## src/rtl/ppu_hit_pkg.sv

```systemverilog
// ppu_hit_pkg: shared encodings and column constants for the sprite hit detector.
package ppu_hit_pkg;
    localparam logic [1:0] MODE_S0_BG  = 2'd0;
    localparam logic [1:0] MODE_ANY_BG = 2'd1;
    localparam logic [1:0] MODE_SPR    = 2'd2;
    localparam logic [1:0] MODE_ALT    = 2'd3;
    localparam logic [1:0] RSEL_STAT   = 2'd0;
    localparam logic [1:0] RSEL_MASK   = 2'd1;
    localparam logic [1:0] RSEL_FH     = 2'd2;
    localparam logic [1:0] RSEL_FV     = 2'd3;
    localparam int unsigned CLIP_COL   = 8;
    localparam int unsigned EXCL_COL   = 255;
endpackage

```

## src/rtl/hit_qualify.sv

```systemverilog
// hit_qualify: per-pixel opacity clipping (stage-1 input side) and event-mask
// formation by mode (stage-2 side); purely combinational.
module hit_qualify
    import ppu_hit_pkg::*;
#(
    parameter int NCH = 8,
    parameter int BGW = 2,
    parameter int HW  = 9
) (
    input  logic [BGW-1:0] bgc,
    input  logic [NCH-1:0] spr_opaq,
    input  logic           clip_bg,
    input  logic           clip_spr,
    input  logic [HW-1:0]  h_in,
    output logic           bg_qual,
    output logic [NCH-1:0] spr_qual,
    input  logic           s1_val,
    input  logic           s1_vis,
    input  logic [HW-1:0]  s1_h,
    input  logic [1:0]     s1_mode,
    input  logic           s1_bg,
    input  logic [NCH-1:0] s1_spr,
    output logic [NCH-1:0] ev
);
    logic in_clip;
    logic multi;

    always_comb begin
        in_clip  = h_in < HW'(CLIP_COL);
        bg_qual  = (|bgc) && !(clip_bg && in_clip);
        spr_qual = (clip_spr && in_clip) ? '0 : spr_opaq;
        multi    = $countones(s1_spr) >= 2;
        ev       = '0;
        // Column 255 never reports a hit, whatever the mode.
        if (s1_val && s1_vis && s1_h != HW'(EXCL_COL))
            ev = (s1_mode == MODE_S0_BG) ? NCH'(s1_spr[0] & s1_bg) :
                 (s1_mode == MODE_SPR)   ? (multi ? s1_spr : '0) :
                                           (s1_spr & {NCH{s1_bg}});
    end
endmodule

```

## src/rtl/sprite_hit_multi.sv

```systemverilog
// sprite_hit_multi: two-stage sprite collision detector with sticky flags,
// first-hit capture, saturating hit counter and a register read port.
module sprite_hit_multi
    import ppu_hit_pkg::*;
#(
    parameter int NCH = 8,
    parameter int BGW = 2,
    parameter int HW  = 9,
    parameter int VW  = 9,
    localparam int CW = (NCH > 1) ? $clog2(NCH) : 1
) (
    input  logic           PCLK,
    input  logic           n_RES,
    input  logic [BGW-1:0] BGC,
    input  logic [NCH-1:0] SPR_OPAQ,
    input  logic           VIS,
    input  logic           CLIP_BG,
    input  logic           CLIP_SPR,
    input  logic [HW-1:0]  H,
    input  logic [VW-1:0]  V,
    input  logic [1:0]     MODE,
    input  logic           RESCL,
    input  logic           RD,
    input  logic [1:0]     RSEL,
    output logic           HIT,
    output logic [NCH-1:0] HIT_MASK,
    output logic [HW-1:0]  FIRST_H,
    output logic [VW-1:0]  FIRST_V,
    output logic [CW-1:0]  FIRST_CH,
    output logic [7:0]     HIT_CNT,
    output logic [7:0]     DB_out,
    output logic           DB_oe
);
    logic           val_q, val_d, vis_q, vis_d, bg_q, bg_d;
    logic [HW-1:0]  h_q, h_d, first_h_q, first_h_d;
    logic [VW-1:0]  v_q, v_d, first_v_q, first_v_d;
    logic [1:0]     mode_q, mode_d;
    logic [NCH-1:0] spr_q, spr_d, mask_q, mask_d, ev;
    logic [CW-1:0]  first_ch_q, first_ch_d, lo;
    logic [7:0]     cnt_q, cnt_d;
    logic           bg_qual, take;
    logic [NCH-1:0] spr_qual;

    hit_qualify #(.NCH(NCH), .BGW(BGW), .HW(HW)) u_qual (
        .bgc(BGC), .spr_opaq(SPR_OPAQ), .clip_bg(CLIP_BG), .clip_spr(CLIP_SPR),
        .h_in(H), .bg_qual(bg_qual), .spr_qual(spr_qual),
        .s1_val(val_q), .s1_vis(vis_q), .s1_h(h_q), .s1_mode(mode_q),
        .s1_bg(bg_q), .s1_spr(spr_q), .ev(ev)
    );

    always_comb begin
        lo = '0;
        for (int i = NCH - 1; i >= 0; i--)
            if (ev[i]) lo = CW'(i);
        val_d      = !RESCL;
        vis_d      = VIS;
        h_d        = H;
        v_d        = V;
        mode_d     = MODE;
        bg_d       = bg_qual;
        spr_d      = spr_qual;
        take       = (|ev) && !(|mask_q);
        mask_d     = RESCL ? '0 : (mask_q | ev);
        first_h_d  = RESCL ? '0 : (take ? h_q : first_h_q);
        first_v_d  = RESCL ? '0 : (take ? v_q : first_v_q);
        first_ch_d = RESCL ? '0 : (take ? lo : first_ch_q);
        cnt_d      = RESCL ? '0 : ((|ev) && cnt_q != 8'hFF) ? cnt_q + 8'd1 : cnt_q;
    end

    always_ff @(posedge PCLK or negedge n_RES) begin
        if (!n_RES) begin
            val_q      <= 1'b0;
            vis_q      <= 1'b0;
            h_q        <= '0;
            v_q        <= '0;
            mode_q     <= '0;
            bg_q       <= 1'b0;
            spr_q      <= '0;
            mask_q     <= '0;
            first_h_q  <= '0;
            first_v_q  <= '0;
            first_ch_q <= '0;
            cnt_q      <= '0;
        end else begin
            val_q      <= val_d;
            vis_q      <= vis_d;
            h_q        <= h_d;
            v_q        <= v_d;
            mode_q     <= mode_d;
            bg_q       <= bg_d;
            spr_q      <= spr_d;
            mask_q     <= mask_d;
            first_h_q  <= first_h_d;
            first_v_q  <= first_v_d;
            first_ch_q <= first_ch_d;
            cnt_q      <= cnt_d;
        end
    end

    always_comb begin
        HIT      = |mask_q;
        HIT_MASK = mask_q;
        FIRST_H  = first_h_q;
        FIRST_V  = first_v_q;
        FIRST_CH = first_ch_q;
        HIT_CNT  = cnt_q;
        DB_oe    = RD;
        DB_out   = !RD                ? 8'h00 :
                   (RSEL == RSEL_STAT) ? {HIT, cnt_q == 8'hFF, 6'b0} :
                   (RSEL == RSEL_MASK) ? 8'(mask_q) :
                   (RSEL == RSEL_FH)   ? 8'(first_h_q) :
                                         8'(first_v_q);
    end
endmodule

```

## config.mk

```make
export PLATFORM = sky130hd
export DESIGN_NAME = sprite_hit_multi
export DESIGN_NICKNAME = d
export VERILOG_FILES = /design/src/rtl/ppu_hit_pkg.sv /design/src/rtl/hit_qualify.sv /design/src/rtl/sprite_hit_multi.sv
export SDC_FILE = /design/constraint.sdc
export NUM_CORES = 1
export LEC_CHECK = 0
export CAP_MARGIN = 0
export CORE_MARGIN = 1.5
export CORE_UTILIZATION = 43
export CTS_CLUSTER_DIAMETER = 40
export DETAILED_ROUTE_END_ITERATION = 12
export GPL_TIMING_DRIVEN = 0
export PLACE_DENSITY = 0.75
export SYNTH_ARGS = -nofsm -noshare
export SYNTH_HDL_FRONTEND = slang
export SYNTH_SLANG_ARGS = --single-unit
```

## constraint.sdc

```tcl
create_clock -name PCLK -period 4.5 [get_ports PCLK]
set_input_delay 0.45 -clock PCLK [delete_from_list [all_inputs] [get_ports PCLK]]
set_output_delay 0.45 -clock PCLK [all_outputs]
set_load 0.02 [all_outputs]
```

==> flow_summary.json <==
{
  "root_buffer": "clkbuf_8",
  "arrival_ps": 4440,
  "ys_seq_elements": 68,
  "max_clock_freq_ghz": 0.241,
  "drv_slew": 0,
  "synth_top_cell_by_area": "dfrtp_1",
  "synth.distinct_cells": 40,
  "syn_area_sq_um": 2950,
  "synth_cells": 242,
  "postRouteAntennaNets": 0,
  "cts_max_path_buffers": 2,
  "ir_worst_vdd_uv": 324,
  "cts_resized": 0,
  "setup_slack_ps": 344,
  "yosysWarnings": 0,
  "worst_setup_path_end_kind": "register",
  "path_cells": "ha_1 -> inv_1 -> fa_1 -> inv_1 -> fa_1 -> ha_1 -> inv_1 -> fa_1 -> and4b_1 -> or4b_1 -> buf_2 -> nor3_4 -> buf_4 -> a22o_1",
  "r2r_slack_ps": 340,
  "synthTopCellsByArea": "dfrtp_1, a22o_1, and2_1",
  "gr-usage-all-layers_pct": 21.0,
  "insertedDiodeCount": 0,
  "gp_congestion": 0.857,
  "synth_top_area_share_pct": 57.7,
  "overflow": 0,
  "crit_required_ps": 4780,
  "first_global_vias": 2377,
  "via_count": 2292,
  "clkSinkCount": 68,
  "rsz0062_at_grt": "no",
  "post-route-util_pct": 63.1,
  "seq_area_sq_um": 1700,
  "pwr_density_cell_nw_per_um2": 340,
  "fillCellCount": 520,
  "hold_slack_ps": 195,
  "seqPwrFrac_pct": 47.7,
  "firstDrtPassIters": 4,
  "finalCritPeriodShare_pct": 92.4,
  "portBuffers": 85,
  "crit_path_max_incr_delay_ps": 500,
  "p_comb_share_pct": 15.2,
  "cts_tree": "yes",
  "layout-drive-gt1-share_pct": 10.8,
  "period_needed_ps": 4160,
  "initial_core_util_pct": 45.4,
  "grt_antenna_before_repair": 0,
  "crit_slowest_cell": "or4b_1",
  "worstHoldPathType": "input port to async pin",
  "seq_area_frac_synth_pct": 57.7,
  "dieHeight_um": 85.8,
  "p_sw_uw": 387,
  "cts-htree-levels": 3,
  "final_cell_mix": "clkdlybuf4s50_1, dfrtp_1, a22o_1",
  "syn_nets": 292,
  "wire_per_inst_um": 17.0,
  "slew_headroom_pct": 44.2,
  "viasPerCell": 5.46,
  "rows": 29,
  "grt_pass1_wl_mm": 11.7,
  "dpl.cell_count": 404,
  "io_pins": 86,
  "layout_commonest_cell": "clkdlybuf4s50_1",
  "startpoint_type": "register",
  "async_reset_ff_share_pct": 100,
  "crit_fanout": 10,
  "clkPwrFrac_pct": 37.1,
  "clock_skew_ps": 10.7,
  "hpwl_mm": 5.20,
  "grt_max_degree": 69,
  "cap_violations": 0,
  "core_sq_um": 6490,
  "cts-hold-fix-buffers": 0,
  "crit_start": "spr_q[6]",
  "area_delta_synth_final_pct": 38.9,
  "synth-main-ff-cell": "dfrtp_1",
  "critPathTopFamily": "adder cells",
  "drc": 0,
  "cp.depth": 14,
  "die_area_sq_um": 7360,
  "sw_frac_of_total_pct": 27.8,
  "final.setup.tns_ps": 0,
  "postSynthAreaPerCell_sq_um": 12.2,
  "clk_latency_ps": 350,
  "path_class": "register to register",
  "drtIter0Drc": 126,
  "crit_buf_inv": 5,
  "outcome": "completed",
  "synth_edf_count": 0,
  "cts.clk_slew.worst_paths_ps": 80,
  "finalHoldViolations": 0,
  "p_int_mw": 1.01,
  "multi_input_area_sq_um": 1150,
  "leakage_nw": 1.75,
  "tightest_slew_ps": 837,
  "reg2reg_to": "FIRST_V[7]",
  "r2r_start": "spr_q[6]",
  "die_x_um": 85.8,
  "endpoint": "FIRST_V[7]",
  "wirelength_mm": 7.14,
  "finalSetupViolCount": 0,
  "r2r_cells": 14,
  "layout.nets": 388,
  "cts_buffers": 9,
  "dp_slack_ps": 342,
  "cts_setup_buffers": 0,
  "final_cells": 420
}
per-layer routing:
metal	GRT usage [%]	wire [um]
met5	0	0
met4	7.48	158
met3	6.16	501
met2	32.9	3400
met1	28.1	3080
flip-flops by register name, indices dropped and copies added (netlist names):
register and count:
h_q 9, vis_q 1, mode_q 2, HIT_CNT 8, FIRST_CH 3, v_q 9, HIT_MASK 8, bg_q 1
val_q 1, FIRST_H 9, spr_q 8, FIRST_V 9
layout make-up:
class	instances	area share (%)
flip-flops and latches	68	41.5
multi-input cells	152	28.1
repair buffers	85	20.7
clock buffers	9	3.02
well taps	77	2.35
clock inverters	7	1.95
plain buffers	11	1.31
inverters	11	1.01
power groups by stage:
stage          combinational [mW]  clock [mW]  sequential [mW]
2_1_floorplan              0.0871           0            0.686
3_3_place_gp                0.206           0            0.676
3_5_place_dp                0.215           0            0.676
4_1_cts                     0.216       0.528            0.664
5_1_grt                     0.234       0.559            0.668
6_report                    0.213       0.517            0.665
metrics by stage:
step	area, sq um	total power, mW
floorplan	2950	0.773
global placement	3900	0.882
detailed placement	3890	0.892
CTS	4100	1.41
global route	4100	1.46
finish	4100	1.40
cell families (layout without fill, tap and decap cells):
family,count (synthesis),in the layout,share of synthesized area (%)
compound gates,56,56,14.4
mux,9,9,4.16
simple gates,76,76,14.9
fa+ha+maj,11,11,5.69
buf+inv,22,123,3.22
flops,68,68,57.7
worst min-delay path by stage:
| stage | end | from | slack (ps) | cells after the start |
|---|---|---|---|---|
| after floorplan | FIRST_CH[0] | n_RES | 150 | 0 |
| after global placement | FIRST_V[6] | v_q[6] | 440 | 1 |
| after detailed placement | FIRST_V[4] | v_q[4] | 450 | 1 |
| after CTS | v_q[6] | n_RES | 230 | 1 |
| after global routing | spr_q[1] | n_RES | 280 | 1 |
| final | v_q[6] | n_RES | 190 | 1 |
cell usage after synthesis, drive strengths merged, types with 2 or more instances:
cell,count
a22o,28
o21ai,8
clkbuf,5
and3,3
o21ba,2
ha,7
o21bai,2
mux4,2
or2,2
nand2,19
nor4b,3
or4,4
fa,4
nor4,6
nand3,4
inv,11
buf,6
a21oi,7
dfrtp,68
o31ai,3
nor3,5
and2,16
mux2,6
nor2,8
Note: power is estimated with default switching activity, not from simulation.
==> patch (config.mk and constraints unchanged) <==
The parameter `VW` goes from 9 to 18.
--- a/src/rtl/sprite_hit_multi.sv
+++ b/src/rtl/sprite_hit_multi.sv
@@ -7,5 +7,5 @@
     parameter int BGW = 2,
     parameter int HW  = 9,
-    parameter int VW  = 9,
+    parameter int VW  = 18,
     localparam int CW = (NCH > 1) ? $clog2(NCH) : 1
 ) (
Interface: changed (resized FIRST_V and V); port bits go from 86 to 104. No check against the original RTL was run, so the function may have changed too.
==> patch against the original RTL <==
Power is 20% higher. Fmax is 1.9% higher. Combinational power rose by 15%. Core utilization decreased by 0.40 points. Worst setup slack better by 79 ps. Area after synthesis grew 18%. Die area up 18%. Sequential cell count is 18 higher. Final area grew 19%. Routed wire length rose by 13%. Critical endpoint is now FIRST_H[4]$_DFFE_PN0P_. Largest power group unchanged.
==> patch: results (changes against the original RTL) <==
metric,value,unit,change
Internal,1.25,mW,+24%
synth top area cells,"dfrtp_1 (62%), a22o_1 (9.3%), and2_1 (2.9%)",,
VDD IR max,0.194,mV,-40%
number of I/O port buffers,102,,+20%
Nets,446,,+15%
DR iter-0 viols,164,,+30%
WL per Instance,16.4,um,-3.6%
via count,2617,,+14%
worst-margin pin slew,841,ps,+4.04 ps
GRT Overall Usage,20.1,%,-0.93 points
Cell variety after synth,39,,-2.5%
vias per cell,5.30,,-2.9%
# fillers,633,,+22%
r2r endpoint,FIRST_H[4]$_DFFE_PN0P_,,
dpl cells,477,,+18%
Syn Area/Cell,12.8,um2,+5.2%
Final Skew,13.4,ps,+2.68 ps
Antenna Cells,0,,unchanged
detailed placer's ending HPWL,6040,um,+16%
worst reg2reg setup slack,420,ps,+80 ps
Post-synth top cells,"dfrtp_1 (86), a22o_1 (37), nand2_1 (19), and2_1 (16), inv_1 (11)",,
LEAKAGE,2.11,nW,+21%
gpl congestion,0.839,,-2.2%
largest net degree at the start of global routing,76,,+10%
Synth Net Count,331,,+13%
outcome,"finished, final reports clean",,
==> patch: how the worst max path moves through the flow <==
| stage | end | slack (ps) | cells after the start |
|---|---|---|---|
| global placement | spr_q[0]$_DFF_PN0_ | 90 | 1 |
| global route | FIRST_H[0]$_DFFE_PN0P_ | 190 | 14 |
| detailed placement | FIRST_V[10]$_DFFE_PN0P_ | 400 | 14 |
| floorplan | HIT_CNT[5]$_DFFE_PN0P_ | 690 | 14 |
| CTS | FIRST_H[4]$_DFFE_PN0P_ | 400 | 14 |
| finish | FIRST_H[4]$_DFFE_PN0P_ | 420 | 14 |
==> patch: logic make-up after synthesis <==
family / share of synthesized area, %
simple gates: 12.4
fa+ha+maj: 4.81
compound gates: 14.4
flops: 61.7
mux: 3.51
buf+inv: 3.19
==> patch: layer usage <==
layer  vias up  wire length [um]  track usage (%)  share of wire (%)
met5         -                 0                0                  0
met4         0               208             9.85                2.6
met3        16               546             3.66                6.7
met2       107              3840             31.4                 47
met1      1275              3500             27.0                 43
li1       1219                 -                -                  -
==> patch: power by group through the flow <==
stage               Combinational (mW)  Sequential, mW  Clock [mW]
global placement                 0.237           0.853           0
global route                     0.270           0.844       0.648
floorplan                       0.0942           0.867           0
detailed placement               0.248           0.853           0
finish                           0.244           0.839       0.597
CTS                              0.248           0.838       0.606
==> patch: area by class of cell <==
| cell class | count | share of cell area [%] |
|---|---|---|
| inverters | 11 | 0.844 |
| plain buffers | 14 | 1.43 |
| clock inverters | 6 | 1.94 |
| flip-flops and latches | 86 | 44.0 |
| clock buffers | 10 | 2.61 |
| well taps | 102 | 2.61 |
| repair buffers | 104 | 21.6 |
| multi-input cells | 161 | 25.0 |
==> patch: worst max-delay path, stage by stage (launching register included) <==
cell     delay, ps
dfrtp_1        450
ha_1           310
inv_1           50
fa_1           410
inv_1           90
fa_1           420
ha_1           200
inv_1           60
fa_1           390
and4b_1        210
or4b_1         500
buf_2          190
nor3_4         330
buf_4          260
a22o_1         150
==> patch: through the flow <==
step / area (um2) / hold slack, ps / power, mW / worst slack (ps)
floorplan: 3490 / 154 / 0.961 / 694
global placement: 4640 / 445 / 1.09 / 89.5
detailed placement: 4660 / 306 / 1.10 / 405
CTS: 4890 / 457 / 1.69 / 404
global route: 4890 / 485 / 1.76 / 189
finish: 4890 / 466 / 1.68 / 423
==> patch: what timing repair did <==
item | CTS | global route
gates resized for setup | 0 | 0
hold endpoints to repair | 11 | 0
setup endpoints to repair | 0 | 0
hold buffers | 1 | 0
